File: src/rtl/regfile_sequencer_if.sv
// ----------------------------------------------------------------------------
// regfile_sequencer_if
// Purpose : bundles the instruction handshake and the regfile/ALU control
//           signals of regfile_sequencer into one interface.
// Signals :
//   instr_valid, instr, stall         fetch side -> sequencer
//   instr_ready                       sequencer -> fetch side
//   rf_src_addr, rf_dst_addr,
//   rf_write_en                       sequencer -> register file
//   alu_op, imm_sel, imm_out,
//   psr_write_en                      sequencer -> ALU / PSR
//   busy, done, illegal               sequencer status
// Modports: master = fetch/control side, slave = the sequencer itself.
// ----------------------------------------------------------------------------
interface regfile_sequencer_if #(
    parameter int DATA_WIDTH = 16,
    parameter int REGBITS    = 4
);
    logic                  instr_valid;
    logic [DATA_WIDTH-1:0] instr;
    logic                  instr_ready;
    logic                  stall;
    logic [REGBITS-1:0]    rf_src_addr;
    logic [REGBITS-1:0]    rf_dst_addr;
    logic                  rf_write_en;
    logic [3:0]            alu_op;
    logic                  imm_sel;
    logic [DATA_WIDTH-1:0] imm_out;
    logic                  psr_write_en;
    logic                  busy;
    logic                  done;
    logic                  illegal;

    modport master (
        output instr_valid, instr, stall,
        input  instr_ready, rf_src_addr, rf_dst_addr, rf_write_en,
               alu_op, imm_sel, imm_out, psr_write_en, busy, done, illegal
    );

    modport slave (
        input  instr_valid, instr, stall,
        output instr_ready, rf_src_addr, rf_dst_addr, rf_write_en,
               alu_op, imm_sel, imm_out, psr_write_en, busy, done, illegal
    );
endinterface

File: src/rtl/regfile_sequencer.sv
// ----------------------------------------------------------------------------
// regfile_sequencer
// Purpose : multi-cycle controller that runs one register-register (R-form)
//           or register-immediate (I-form) instruction through the phases
//           READ -> EXEC -> WRITE, driving regfile addresses, the ALU op,
//           the immediate operand and the write enables.
// Ports   :
//   clk    rising-edge clock
//   reset  asynchronous, active-high reset
//   bus    regfile_sequencer_if.slave (handshake, regfile/ALU controls,
//          status pulses)
// Instruction word: [15:12] opcode, [11:8] Rdest, [7:4] op-ext, [3:0] Rsrc
// ----------------------------------------------------------------------------
module regfile_sequencer #(
    parameter int DATA_WIDTH = 16,
    parameter int REGBITS    = 4
) (
    input  logic                  clk,
    input  logic                  reset,
    regfile_sequencer_if.slave    bus
);

    typedef enum logic [1:0] {
        IDLE  = 2'd0,
        READ  = 2'd1,
        EXEC  = 2'd2,
        WRITE = 2'd3
    } state_t;

    localparam logic [3:0] OP_AND = 4'b0001;
    localparam logic [3:0] OP_OR  = 4'b0010;
    localparam logic [3:0] OP_XOR = 4'b0011;
    localparam logic [3:0] OP_ADD = 4'b0101;
    localparam logic [3:0] OP_SUB = 4'b1001;
    localparam logic [3:0] OP_CMP = 4'b1011;
    localparam logic [3:0] OP_MOV = 4'b1101;

    state_t                r_state;
    logic [DATA_WIDTH-1:0] r_instr;

    logic                  w_ready;
    logic                  w_busy;
    logic                  w_is_rform;
    logic [3:0]            w_op;
    logic                  w_legal;
    logic                  w_sets_psr;
    logic                  w_writes_rf;
    logic [DATA_WIDTH-1:0] w_imm;

    function automatic logic op_defined(input logic [3:0] op);
        return (op == OP_AND) || (op == OP_OR)  || (op == OP_XOR) ||
               (op == OP_ADD) || (op == OP_SUB) || (op == OP_CMP) ||
               (op == OP_MOV);
    endfunction

    // Logical ops take the byte as an unsigned mask; arithmetic ops and MOV
    // treat it as a signed constant.
    function automatic logic [DATA_WIDTH-1:0] extend_imm(input logic [3:0] op,
                                                          input logic [7:0] b);
        if ((op == OP_AND) || (op == OP_OR) || (op == OP_XOR))
            return {{(DATA_WIDTH-8){1'b0}}, b};
        else
            return {{(DATA_WIDTH-8){b[7]}}, b};
    endfunction

    // The word is latched only on an accepted handshake, so anything offered
    // while busy is simply dropped.
    always_ff @(posedge clk or posedge reset) begin
        if (reset) begin
            r_state <= IDLE;
            r_instr <= '0;
        end else if (!bus.stall) begin
            case (r_state)
                IDLE: begin
                    if (bus.instr_valid && w_ready) begin
                        r_instr <= bus.instr;
                        r_state <= READ;
                    end
                end
                READ:    r_state <= EXEC;
                EXEC:    r_state <= WRITE;
                WRITE:   r_state <= IDLE;
                default: r_state <= IDLE;
            endcase
        end
    end

    // Decode is taken from the latched word, so addresses and operands stay
    // stable for the whole instruction and across stalls.
    assign w_is_rform  = (r_instr[15:12] == 4'b0000);
    assign w_op        = w_is_rform ? r_instr[7:4] : r_instr[15:12];
    assign w_legal     = op_defined(w_op);
    assign w_sets_psr  = w_legal && ((w_op == OP_ADD) || (w_op == OP_SUB) ||
                                     (w_op == OP_CMP));
    assign w_writes_rf = w_legal && (w_op != OP_CMP);
    assign w_imm       = w_is_rform ? '0 : extend_imm(w_op, r_instr[7:0]);

    // Ready is gated by reset so it is low during reset even though the
    // state register already sits in IDLE; a stall also withholds it so a
    // handshake is never offered that the frozen FSM would not take.
    assign w_ready = !reset && (r_state == IDLE) && !bus.stall;
    assign w_busy  = (r_state != IDLE);

    assign bus.instr_ready  = w_ready;
    assign bus.busy         = w_busy;
    assign bus.rf_src_addr  = w_is_rform ? REGBITS'(r_instr[3:0]) : '0;
    assign bus.rf_dst_addr  = w_busy ? REGBITS'(r_instr[11:8]) : '0;
    assign bus.alu_op       = w_op;
    assign bus.imm_sel      = !w_is_rform;
    assign bus.imm_out      = w_imm;

    // Side-effecting pulses are suppressed in any stalled cycle so that a
    // frozen phase never writes twice.
    assign bus.psr_write_en = (r_state == EXEC)  && !bus.stall && w_sets_psr;
    assign bus.illegal      = (r_state == EXEC)  && !bus.stall && !w_legal;
    assign bus.rf_write_en  = (r_state == WRITE) && !bus.stall && w_writes_rf;
    assign bus.done         = (r_state == WRITE) && !bus.stall;

endmodule

File: src/flat_wrapper.sv
// flat-port wrapper written by rule: the top's interface ports become plain ports
module regfile_sequencer_flat 
#(
    parameter int DATA_WIDTH = 16,
    parameter int REGBITS    = 4
)
  (clk, reset, bus_instr_valid, bus_instr, bus_stall, bus_instr_ready, bus_rf_src_addr, bus_rf_dst_addr, bus_rf_write_en, bus_alu_op, bus_imm_sel, bus_imm_out, bus_psr_write_en, bus_busy, bus_done, bus_illegal);
  regfile_sequencer_if #(.DATA_WIDTH(DATA_WIDTH), .REGBITS(REGBITS)) bus_i ();
  input  logic clk;
  input  logic reset;
  input wire logic [$bits(bus_i.instr_valid)-1:0] bus_instr_valid;
  input wire logic [$bits(bus_i.instr)-1:0] bus_instr;
  input wire logic [$bits(bus_i.stall)-1:0] bus_stall;
  output wire logic [$bits(bus_i.instr_ready)-1:0] bus_instr_ready;
  output wire logic [$bits(bus_i.rf_src_addr)-1:0] bus_rf_src_addr;
  output wire logic [$bits(bus_i.rf_dst_addr)-1:0] bus_rf_dst_addr;
  output wire logic [$bits(bus_i.rf_write_en)-1:0] bus_rf_write_en;
  output wire logic [$bits(bus_i.alu_op)-1:0] bus_alu_op;
  output wire logic [$bits(bus_i.imm_sel)-1:0] bus_imm_sel;
  output wire logic [$bits(bus_i.imm_out)-1:0] bus_imm_out;
  output wire logic [$bits(bus_i.psr_write_en)-1:0] bus_psr_write_en;
  output wire logic [$bits(bus_i.busy)-1:0] bus_busy;
  output wire logic [$bits(bus_i.done)-1:0] bus_done;
  output wire logic [$bits(bus_i.illegal)-1:0] bus_illegal;
  assign bus_i.instr_valid = bus_instr_valid;
  assign bus_i.instr = bus_instr;
  assign bus_i.stall = bus_stall;
  assign bus_instr_ready = bus_i.instr_ready;
  assign bus_rf_src_addr = bus_i.rf_src_addr;
  assign bus_rf_dst_addr = bus_i.rf_dst_addr;
  assign bus_rf_write_en = bus_i.rf_write_en;
  assign bus_alu_op = bus_i.alu_op;
  assign bus_imm_sel = bus_i.imm_sel;
  assign bus_imm_out = bus_i.imm_out;
  assign bus_psr_write_en = bus_i.psr_write_en;
  assign bus_busy = bus_i.busy;
  assign bus_done = bus_i.done;
  assign bus_illegal = bus_i.illegal;
  regfile_sequencer #(.DATA_WIDTH(DATA_WIDTH), .REGBITS(REGBITS)) u_core (.clk(clk), .reset(reset), .bus(bus_i));
endmodule
File: config.mk
export PLATFORM = sky130hd
export DESIGN_NAME = regfile_sequencer_flat
export DESIGN_NICKNAME = d
export VERILOG_FILES = /design/src/rtl/regfile_sequencer_if.sv /design/src/rtl/regfile_sequencer.sv /design/src/flat_wrapper.sv
export SDC_FILE = /design/constraint.sdc
export NUM_CORES = 1
export LEC_CHECK = 0
export BUFFER_PORTS_ARGS = -buffer_cell sky130_fd_sc_hd__buf_4
export CORE_MARGIN = 3
export CORE_UTILIZATION = 49
export CTS_CLUSTER_DIAMETER = 200
export CTS_CLUSTER_SIZE = 10
export DETAILED_ROUTE_END_ITERATION = 7
export GPL_TIMING_DRIVEN = 1
export PLACE_DENSITY_LB_ADDON = 0.08
export SYNTH_ARGS = -nofsm -noshare
export SYNTH_HDL_FRONTEND = slang
export SYNTH_SLANG_ARGS = --single-unit
export TNS_END_PERCENT = 10
File: constraint.sdc
create_clock -name clk -period 3.24 [get_ports clk]
set_input_delay 0.648 -clock clk [delete_from_list [all_inputs] [get_ports clk]]
set_output_delay 0.648 -clock clk [all_outputs]
set_load 0.03 [all_outputs]
== Word level (Yosys, flattened, before mapping) ==
Cells that the tools add are included.

* Flip-flop bits (word level): 18
* Output and inout port bits: 35

* Equality and inequality tests: 12
* Mux-type cells: 7
* Bitwise logic cells: 1
* Reductions and logical operators: 27

{| class="wikitable"
|+ Operators with widths
! operator !! number
|-
| 2-to-1 mux 16 bit || 2
|-
| == test 4 bit (second input constant) || 3
|-
| 2-to-1 mux 4 bit || 3
|-
| logical AND 1 bit || 10
|-
| == test 4 x 2 -> 1 bit (second input constant) || 2
|-
| logical OR 1 bit || 8
|-
| one-hot mux 2 bit (4 select lines) || 1
|-
| == test 2 bit (second input constant) || 2
|-
| == test 4 x 1 -> 1 bit (second input constant) || 1
|-
| == test 4 x 3 -> 1 bit (second input constant) || 1
|-
| logical NOT 1 bit || 4
|-
| logical NOT 4 bit || 1
|-
| inequality test 4 bit (second input constant) || 1
|-
| AND reduction 3 bit || 1
|-
| == test 2 x 1 -> 1 bit (second input constant) || 1
|-
| logical NOT 2 bit || 1
|-
| 2-to-1 mux 2 bit || 1
|-
| inequality test 2 x 1 -> 1 bit (second input constant) || 1
|-
| AND reduction 2 bit || 1
|-
| nonzero test 2 bit || 1
|-
| inverter 1 bit || 1
|}

== Longest topological paths before layout ==
Gate-level depths: netlist of the first run.

* Word-level depth: 11
* Depth in mapped cells: 6

== Least setup slack after synthesis of the first run ==
No wires, ideal clock.

* Kind: input -> output
* Start point: in bus_stall
* End point: out bus_rf_write_en
* Arrival: 1.909 ns
* Required time: 2.592 ns
* Slack: 0.683 ns
* Stages on the path: 2
* Buffers on the path: 0
* Cell sequence: nor2b_1 -> a21boi_0

* Word-level cells in the longest chain between the ends: 3

{| class="wikitable"
|+ RTL lines
! element !! line !! source
|-
| from (decl) || flat_wrapper.sv:13 || <nowiki>input wire logic [$bits(bus_i.stall)-1:0] bus_stall;</nowiki>
|-
| logical NOT 1 bit || - ||
|-
| logical AND 1 bit (2 in a row) || regfile_sequencer.sv:116 || <nowiki>assign bus.rf_write_en = (r_state == WRITE) && !bus.stall && w_writes_rf;</nowiki>
|-
| to (decl) || flat_wrapper.sv:17 || <nowiki>output wire logic [$bits(bus_i.rf_write_en)-1:0] bus_rf_write_en;</nowiki>
|}

No other way between the ends.

== Worst setup path in the final report of the first run ==
* Start point: reg u_core.r_instr[12]
* End point: out bus_rf_src_addr[0]

* Word-level cells in the longest chain between the ends: 2

{| class="wikitable"
|+ RTL lines
! element !! line !! source
|-
| from (decl) || regfile_sequencer.sv:39 || <nowiki>logic [DATA_WIDTH-1:0] r_instr;</nowiki>
|-
| from (signal assigned) || regfile_sequencer.sv:76 || <nowiki>r_instr <= bus.instr;</nowiki>
|-
| logical NOT 4 bit || regfile_sequencer.sv:90 || <nowiki>assign w_is_rform = (r_instr[15:12] == 4'b0000);</nowiki>
|-
| 2-to-1 mux 4 bit || regfile_sequencer.sv:106 || <nowiki>assign bus.rf_src_addr = w_is_rform ? REGBITS'(r_instr[3:0]) : '0;</nowiki>
|-
| to (decl) || flat_wrapper.sv:15 || <nowiki>output wire logic [$bits(bus_i.rf_src_addr)-1:0] bus_rf_src_addr;</nowiki>
|}

No other way between the ends.

==> results.yml, run 1 <==
drt:
  ant_nets: 0
  avgViaCountPerCell: 5.16
  drc_errors: 0
  routed_wirelength_microns: 2520
  wl_per_cell_microns: 13.9
  drtIter0Drc: 13
  routed-via-count: 934
  dr.pass1.iters: 4
timing:
  period_share: 0.822
  rsz0062_at_grt: "no"
  worstMarginPinSlew_ns: 0.682
  max_slew_margin: 0.545
  finClkSkew_ns: 0.00615
  max_freq_mhz: 375
  fin_crit_ns: 2.66
  setup_viol: 0
  hold_violations: 0
  maxSlewViolCount: 0
  fin_setup_tns_ns: 0
worst_setup_path:
  cp-end-kind: "primary output"
  r2r-start: "u_core.r_state[1]"
  crit_slowest_cell: "nor3_2"
  worstPathArrival_ns: 2.02
  critPathMaxFanout: 13
  critical_path_class: "flop to primary output"
  crit_required_ns: 2.59
  cp_cell_sequence: "or2_2, nor3_2, and2_1, buf_4"
  r2r-end: "u_core.r_instr[3]"
  start_kind: "flop"
  slowest_delay_ns: 0.51
  cpLargestDelayFamily: "simple AND/OR/NAND/NOR gates"
  reg2reg_slack_ns: 1.32
  path_depth: 4
  path_buf_inv: 1
  reg2reg_depth: 4
cells_and_area:
  final_common_cell: "buf_4"
  fin_nets: 179
  mostFrequentLayoutCells: "54 x buf_4, 18 x dfrtp_1, 15 x nor2b_1, 14 x mux2_2, 8 x inv_1"
  regArea_sq_um: 450
  syn_to_final_growth_pct: 33.6
  layout-drive-gt1-share: 0.513
  antenna_cells: 0
  multi_input_area_sq_um: 559
  fill_cells: 164
cts:
  ctsHoldBuffers: 0
  clkTransAtPathRegs_ns: 0.10
  cts_resized: 0
  htreeDepth: 1
  insertion_delay_ns: 0.29
  cts.sinks: 18
  numCtsBuffers: 3
  ctsLongestPathBuffers: 2
  cts_setup_buffers: 0
  cts_root_buf: "clkbuf_4"
  cts_tree: "built"
yosys:
  syn_inst: 109
  synth_area_sq_um: 1120
  synth_seq_cells: 18
  synth_warnings: 0
  syn-num-nets: 132
  syn_avg_cell_area_sq_um: 10.3
  synth_cell_types: 28
  yosysSeqAreaShare: 0.401
power:
  powerDensity_nw_per_um2: 1200
  vdd_drop_max_v: 0.000793
  power.leakage_nw: 0.727
  power_w: 0.00181
placed_design:
  place_hpwl_microns: 1970
  port_buffers: 54
  gp_congestion: 0.818
flow_run:
  cap_violations: 0
global_route:
  grt_pass1_wl_microns: 3910
  antenna_found_initial: 0
  grt_max_degree: 22
  grt_pass1_vias: 915
  grtUsageTotal: 0.192
  grt.overflow.total: 0
floorplan:
  chipWidth_microns: 53.9
  core-area_sq_um: 2060
  die_y_microns: 53.9
  ios: 55
  die_area_sq_um: 2900
  rows: 16
  start_util: 0.545
status:
  status: "finished clean"
min_path:
  hp-class: "primary input to asynchronous set/reset pin"
flip-flops by register name (all words and copies together), names as in the netlist:
name / flops
u_core.r_instr: 16
u_core.r_state: 2
per-stage QoR:
step / hold WS, ns / std cells / worst slack [ns] / utilization / area, sq um
after global placement: 0.482 / 178 / 0.954 / 0.717 / 1480
final: 0.463 / 181 / 0.576 / 0.728 / 1500
after CTS: 0.486 / 181 / 0.551 / 0.728 / 1500
after detailed placement: 0.498 / 178 / 0.900 / 0.717 / 1480
after floorplan: 0.473 / 109 / 0.683 / - / 1120
after global routing: 0.509 / 181 / 0.418 / 0.728 / 1500
worst max path at each step:
stage                             startpoint  slack, ns            endpoint
after detailed placement  u_core.r_instr[14]       0.90     bus_rf_write_en
after global routing      u_core.r_instr[12]       0.42  bus_rf_src_addr[2]
after global placement    u_core.r_instr[12]       0.95  bus_rf_src_addr[1]
final                     u_core.r_instr[12]       0.58  bus_rf_src_addr[0]
after floorplan                    bus_stall       0.68     bus_rf_write_en
after CTS                 u_core.r_instr[14]       0.55     bus_rf_write_en
worst register-to-register path, delay by kind of cell (launching register included):
| kind | cells | cell delay [ns] |
|---|---|---|
| buf+inv | 1 | 0.10 |
| mux | 1 | 0.41 |
| fa+ha+maj | 1 | 0.28 |
| simple gates | 1 | 0.60 |
| flops | 1 | 0.43 |
logic make-up after synthesis:
| logic type | Yosys count | share of synthesized area |
|---|---|---|
| flip-flops | 18 | 0.401 |
| multiplexers | 14 | 0.140 |
| AO/OA/AOI/OAI | 14 | 0.0913 |
| AND/OR/NAND/NOR | 40 | 0.233 |
| adder cells (fa/ha/maj) | 3 | 0.0334 |
| buffers and inverters | 20 | 0.101 |
power breakdown:
group | switching, W | leakage [nW] | internal (W)
Sequential | 0.000112 | 0.218 | 0.000336
Clock | 0.0000684 | 0.0138 | 0.0000433
Combinational | 0.000739 | 0.496 | 0.000510
cell type report:
| cell class | count | share of cell area |
|---|---|---|
| Multi-Input combinational cell | 71 | 0.372 |
| Sequential cell | 18 | 0.300 |
| Timing Repair Buffer | 54 | 0.270 |
| Tap cell | 27 | 0.0225 |
| Inverter | 8 | 0.0200 |
| Clock buffer | 3 | 0.0150 |
Yosys cell counts:
cell       count  share of area
ha_1           3          0.033
or2_2          3          0.017
a32o_1         1         0.0089
o221ai_1       1         0.0078
a2bb2oi_1      1         0.0078
nor3b_1        1         0.0067
nand2_1        4          0.013
buf_2          4          0.018
nor2_1         4          0.013
buf_6          1          0.010
o211ai_1       3          0.020
and4bb_2       1          0.011
or4b_4         1          0.012
dfrtp_1       18           0.40
nor4b_1        3          0.023
or4b_1         1         0.0089
o21ai_0        5          0.022
buf_4          7          0.047
nor3_1         1         0.0045
nor2b_1       15          0.084
and2_4         1         0.0078
nor3_2         1         0.0089
o31ai_1        1         0.0067
a211oi_2       1          0.011
a21boi_0       1         0.0067
and2_1         4          0.022
inv_1          8          0.027
mux2_2        14           0.14
per-layer routing:
| metal | up-vias | part of all wire | track usage |
|---|---|---|---|
| met5 | - | 0 | 0 |
| met4 | 0 | 0.022 | 0.102 |
| met3 | 8 | 0.069 | 0.0443 |
| met2 | 38 | 0.52 | 0.339 |
| met1 | 433 | 0.39 | 0.211 |
| li1 | 455 | - | - |
No activity file was read; power rests on OpenSTA's default activity.
==> run 2: changes to the inputs <==
--- a/config.mk
+++ b/config.mk
@@ -7,7 +7,7 @@
 export LEC_CHECK = 0
 export BUFFER_PORTS_ARGS = -buffer_cell sky130_fd_sc_hd__buf_4
 export CORE_MARGIN = 3
-export CORE_UTILIZATION = 49
+export CORE_UTILIZATION = 41
 export CTS_CLUSTER_DIAMETER = 200
 export CTS_CLUSTER_SIZE = 10
 export DETAILED_ROUTE_END_ITERATION = 7
==> constraint.sdc (replaced) <==
create_clock -name clk -period 2.1 [get_ports clk]
set_input_delay 0.42 -clock clk [delete_from_list [all_inputs] [get_ports clk]]
set_output_delay 0.42 -clock clk [all_outputs]
set_load 0.03 [all_outputs]
==> run 2 against run 1 <==
The run now ends with setup timing left; cell count rose by 7.2%; first-iteration DRC count rose by 23%; sequential share of layout area shrank 2.2 points; global-route usage fell by 2.8 points; clock power increased by 44%; combinational power increased by 73%; via count grew 6.2%; largest power group unchanged; sequential power grew 54%; die area rose by 17%.
==> results.yml, run 2 (synthesis gave the netlist of run 1 again) <==
global_route:
  grt_max_degree: 19
  grt_busiest_layer: "met2"
  antenna_found_initial: 0
  grtUsageTotal: 0.164
  globalRouteMet1Util: 0.184
  grt.overflow.total: 0
  met2_usage: 0.297
  grt_pass1_wl_microns: 4430
  grt_pass1_vias: 1072
  grt.met3_usage: 0.0307
cells_and_area:
  final_common_cell: "buf_4"
  syn_to_final_growth_pct: 45.4
  mostFrequentLayoutCells: "57 x buf_4, 15 x dfrtp_1, 14 x mux2_2, 14 x nor2b_1, 8 x inv_1"
  largest_reg_flops: 16
  layout-drive-gt1-share: 0.579
  fin_util: 0.642
  top_register: "u_core.r_instr"
  reg_top3: "u_core.r_instr: 16 flops, u_core.r_state: 2 flops"
  fin_nets: 189
  antenna_cells: 0
  final_cell_count_no_fill: 194
cts:
  clkTransAtPathRegs_ns: 0.10
  htreeDepth: 1
  insertion_delay_ns: 0.28
  numCtsBuffers: 3
  ctsHoldBuffers: 0
  cts.sinks: 18
  cts_root_buf: "clkbuf_4"
  ctsLongestPathBuffers: 2
  cts_tree: "built"
worst_setup_path:
  worstPathArrival_ns: 1.82
  crit_required_ns: 1.68
  start_kind: "flop"
  critical_path_class: "flop to primary output"
  critPathMaxFanout: 6
  cp-end-kind: "primary output"
timing:
  worstMarginPinSlew_ns: 0.667
  period_share: 1.07
  rsz0062_at_grt: "yes"
  finalWorstSetupSlack_ns: -0.141
  fin_crit_ns: 2.24
  fin_setup_tns_ns: -0.270
  max_slew_margin: 0.555
  hold_violations: 0
  maxSlewViolCount: 0
  max_freq_mhz: 446
  setup_viol: 3
  finClkSkew_ns: 0.00322
min_path:
  hp-class: "primary input to asynchronous set/reset pin"
drt:
  ant_nets: 0
  routed_wirelength_microns: 2640
  drtIter0Drc: 16
  dr.pass1.iters: 4
  routed-via-count: 992
  wl_per_cell_microns: 13.6
  drc_errors: 0
  avgViaCountPerCell: 5.11
placed_design:
  port_buffers: 54
  dp.cells: 185
  gp_congestion: 0.807
  place_hpwl_microns: 1960
floorplan:
  start_util: 0.441
  chipWidth_microns: 58.4
  rows: 18
  core-area_sq_um: 2540
  die_y_microns: 58.4
  ios: 55
  die_area_sq_um: 3400
power:
  clock_power_share: 0.053
  comb_power_share: 0.717
  powerDensity_nw_per_um2: 1840
  p_sw_frac: 0.493
  vdd_drop_max_v: 0.00123
  power_w: 0.00301
  switchingPower_w: 0.00148
  p_seq_frac: 0.230
  power.leakage_nw: 0.787
  p_int_w: 0.00153
flow_run:
  cap_violations: 0
status:
  violations: "setup timing"
  status: "finished, violations left"
[run 2: changes by cell type in the layout (fill, tap and decap cells not counted), moves of 2 or more]
cell	previous run	this run
dfrtp_2	0	3
dfrtp_1	18	15
buf_4	54	57
buf_6	0	7
nor4b_1	3	1
nor4b_2	0	2
[run 2: repair_timing]
item | 4_1_cts | 5_1_grt
buffers inserted | 5 | 1
setup endpoints to repair | 8 | 19
pin swaps | 1 | 0
gates resized for setup | 9 | 6
[run 2: power by group through the flow]
stage	Clock (W)	Sequential [W]	Combinational (W)
finish	0.000161	0.000692	0.00216
detailed placement	0	0.000696	0.00199
CTS	0.000171	0.000674	0.00212
global placement	0	0.000680	0.00196
global route	0.000192	0.000719	0.00231
floorplan	0	0.000615	0.00149
[run 2: path summary, 6_finish.rpt]
kind / start / end / slack (ns) / cells past startpoint
min in group clk: bus_instr[15] / u_core.r_instr[15] / 0.34 / 3
max: u_core.r_instr[12] / bus_psr_write_en / -0.14 / 4
min reg2reg: u_core.r_instr[9] / u_core.r_instr[9] / 0.51 / 1
max in group asynchronous: reset / u_core.r_instr[13] / 1.39 / 2
max reg2reg: u_core.r_state[0] / u_core.r_instr[11] / 0.38 / 4
min: reset / u_core.r_instr[15] / 0.25 / 2
[run 2: final cells by class]
cell class / instances / area [sq um]
clock buffer: 3 / 22.5
fill: 212 / 911
inverter: 8 / 30.0
multi-input combinational: 71 / 583
sequential: 18 / 454
tap: 30 / 37.5
timing repair buffer: 64 / 507
[run 2: worst max-delay path: stages (launching register included)]
cell	delay, ns
dfrtp_2	0.46
or4b_4	0.54
and2_4	0.18
a211oi_2	0.18
buf_4	0.19
[run 2: routing by layer]
metal	vias to the layer above	share of wire
li1	480	-
met1	469	0.40
met2	39	0.51
met3	4	0.081
met4	0	0.0079
met5	-	0
[run 2: through the flow]
stage / hold WS [ns] / worst slack (ns) / cell area, sq um
6_report: 0.246 / -0.141 / 1630
5_1_grt: 0.288 / -0.260 / 1630
4_1_cts: 0.275 / -0.148 / 1600
3_5_place_dp: 0.496 / 0.127 / 1510
3_3_place_gp: 0.481 / 0.153 / 1510
2_1_floorplan: 0.359 / -0.0238 / 1120
==> run 3: changes to the inputs <==
--- a/config.mk
+++ b/config.mk
@@ -6,8 +6,10 @@
 export NUM_CORES = 1
 export LEC_CHECK = 0
 export BUFFER_PORTS_ARGS = -buffer_cell sky130_fd_sc_hd__buf_4
+export CELL_PAD_IN_SITES_DETAIL_PLACEMENT = 1
+export CELL_PAD_IN_SITES_GLOBAL_PLACEMENT = 1
 export CORE_MARGIN = 3
-export CORE_UTILIZATION = 41
+export CORE_UTILIZATION = 30
 export CTS_CLUSTER_DIAMETER = 200
 export CTS_CLUSTER_SIZE = 10
 export DETAILED_ROUTE_END_ITERATION = 7
==> run 3 against run 2 <==
The run still ends with setup timing left; setup slack got worse by 0.022 ns; sequential power increased by 4.0%; routed wire length increased by 19%; sequential share of layout area decreased by 0.53 points; combinational power about the same; global-route usage decreased by 1.4 points; clock power increased by 50%; maximum frequency decreased by 0.97%; non-clock buffer count decreased by 1; highest routed layer unchanged.
==> results.yml, run 3 (synthesis gave the netlist of run 1 again) <==
status:
  status: "finished, violations left"
  violations: "setup timing"
worst_setup_path:
  crit_required_ns: 1.68
  critPathMaxFanout: 6
  critPathLaunch: "u_core.r_instr[13]"
  worstPathArrival_ns: 1.84
  cp-end-kind: "primary output"
  r2r-start: "u_core.r_state[0]"
  critical_path_class: "flop to primary output"
  start_kind: "flop"
cts:
  cts.sinks: 18
  clkTransAtPathRegs_ns: 0.07
  ctsHoldBuffers: 0
  htreeDepth: 1
  cts_root_buf: "clkbuf_8"
  numCtsBuffers: 3
  cts_tree: "built"
  ctsLongestPathBuffers: 2
  insertion_delay_ns: 0.25
global_route:
  grt_max_degree: 19
  grt_pass1_wl_microns: 5110
  antenna_found_initial: 0
  grt.overflow.total: 0
  grtUsageTotal: 0.150
  grt_pass1_vias: 1101
timing:
  period_share: 1.08
  hold_violations: 0
  maxSlewViolCount: 0
  rsz0062_at_grt: "yes"
  worstMarginPinSlew_ns: 0.740
  finClkSkew_ns: 0.000946
  max_slew_margin: 0.506
  max_freq_mhz: 442
  setup_viol: 3
  fin_crit_ns: 2.26
  finalWorstSetupSlack_ns: -0.163
  fin_setup_tns_ns: -0.290
cells_and_area:
  final_common_cell: "buf_4"
  largest_reg_flops: 16
  layout-drive-gt1-share: 0.601
  antenna_cells: 0
  mostFrequentLayoutCells: "61 x buf_4, 14 x mux2_2, 14 x nor2b_1, 14 x dfrtp_1, 8 x inv_1"
  final_cell_count_no_fill: 209
  design_area_sq_um: 1670
  top_register: "u_core.r_instr"
  reg_top3: "u_core.r_instr: 16 flops, u_core.r_state: 2 flops"
  fin_nets: 188
  syn_to_final_growth_pct: 48.7
floorplan:
  die_y_microns: 67.2
  ios: 55
  core-area_sq_um: 3470
  rows: 21
  start_util: 0.324
  chipWidth_microns: 67.2
  die_area_sq_um: 4520
power:
  power.leakage_nw: 0.798
  vdd_drop_max_v: 0.000660
  power_w: 0.00311
  powerDensity_nw_per_um2: 1860
placed_design:
  dp_slack_ns: 0.0891
  port_buffers: 54
  place_hpwl_microns: 2330
  dp.cells: 202
  gp_congestion: 0.838
  place_area_sq_um: 1540
drt:
  drtIter0Drc: 21
  routed_wirelength_microns: 3140
  routed-via-count: 994
  wl_per_cell_microns: 15.0
  drc_errors: 0
  ant_nets: 0
  dr.pass1.iters: 3
  avgViaCountPerCell: 4.76
flow_run:
  cap_violations: 0
min_path:
  hp-class: "primary input to asynchronous set/reset pin"
[run 3: changes by cell type in the layout (fill, tap and decap cells not counted), moves of 2 or more]
cell | before | now
nor4b_4 | 0 | 2
buf_6 | 7 | 2
clkbuf_4 | 3 | 0
buf_4 | 57 | 61
clkbuf_8 | 0 | 3
[run 3: per-stage QoR]
step,utilization,hold WS [ns]
finish,0.482,0.310
global route,0.482,0.372
CTS,0.465,0.345
detailed placement,0.444,0.493
global placement,0.444,0.483
floorplan,-,0.359
[run 3: critical path, stage by stage (launching register included)]
cell	delay, ns
dfrtp_2	0.46
or4b_4	0.53
and2_4	0.16
a211oi_2	0.23
buf_4	0.21
[run 3: routing by layer]
| metal | share of wire | GRT usage | vias to the layer above |
|---|---|---|---|
| li1 | - | - | 474 |
| met1 | 0.40 | 0.174 | 480 |
| met2 | 0.52 | 0.270 | 35 |
| met3 | 0.061 | 0.0300 | 5 |
| met4 | 0.013 | 0.0532 | 0 |
| met5 | 0 | 0 | - |
[run 3: area by class of cell]
class	count	area, sq um
sequential	18	455
fill	400	1800
timing repair buffer	63	480
clock buffer	3	41.3
inverter	8	30.0
multi-input combinational	71	606
tap	46	57.6
[run 3: power breakdown]
group / total, W / switching (W) / internal (W)
Clock: 0.000242 / 0.000114 / 0.000127
Combinational: 0.00215 / 0.00123 / 0.000922
Sequential: 0.000720 / 0.000192 / 0.000527
[run 3: path summary, 6_finish.rpt]
kind                                      endpoint  slack (ns)  cells after the start
worst min register to register   u_core.r_instr[9]        0.51                      1
worst max-delay path              bus_psr_write_en       -0.16                      4
worst max register to register   u_core.r_instr[3]        0.38                      4
worst min-delay path            u_core.r_instr[11]        0.31                      2
max in group asynchronous       u_core.r_instr[14]        1.28                      2
min in group clk                u_core.r_instr[15]        0.37                      3
[run 3: what timing repair did]
| item | CTS | global route |
|---|---|---|
| setup buffers | 3 | 1 |
| resized for setup | 5 | 9 |
| pin swaps | 3 | 2 |
| endpoints found under the setup margin | 5 | 8 |
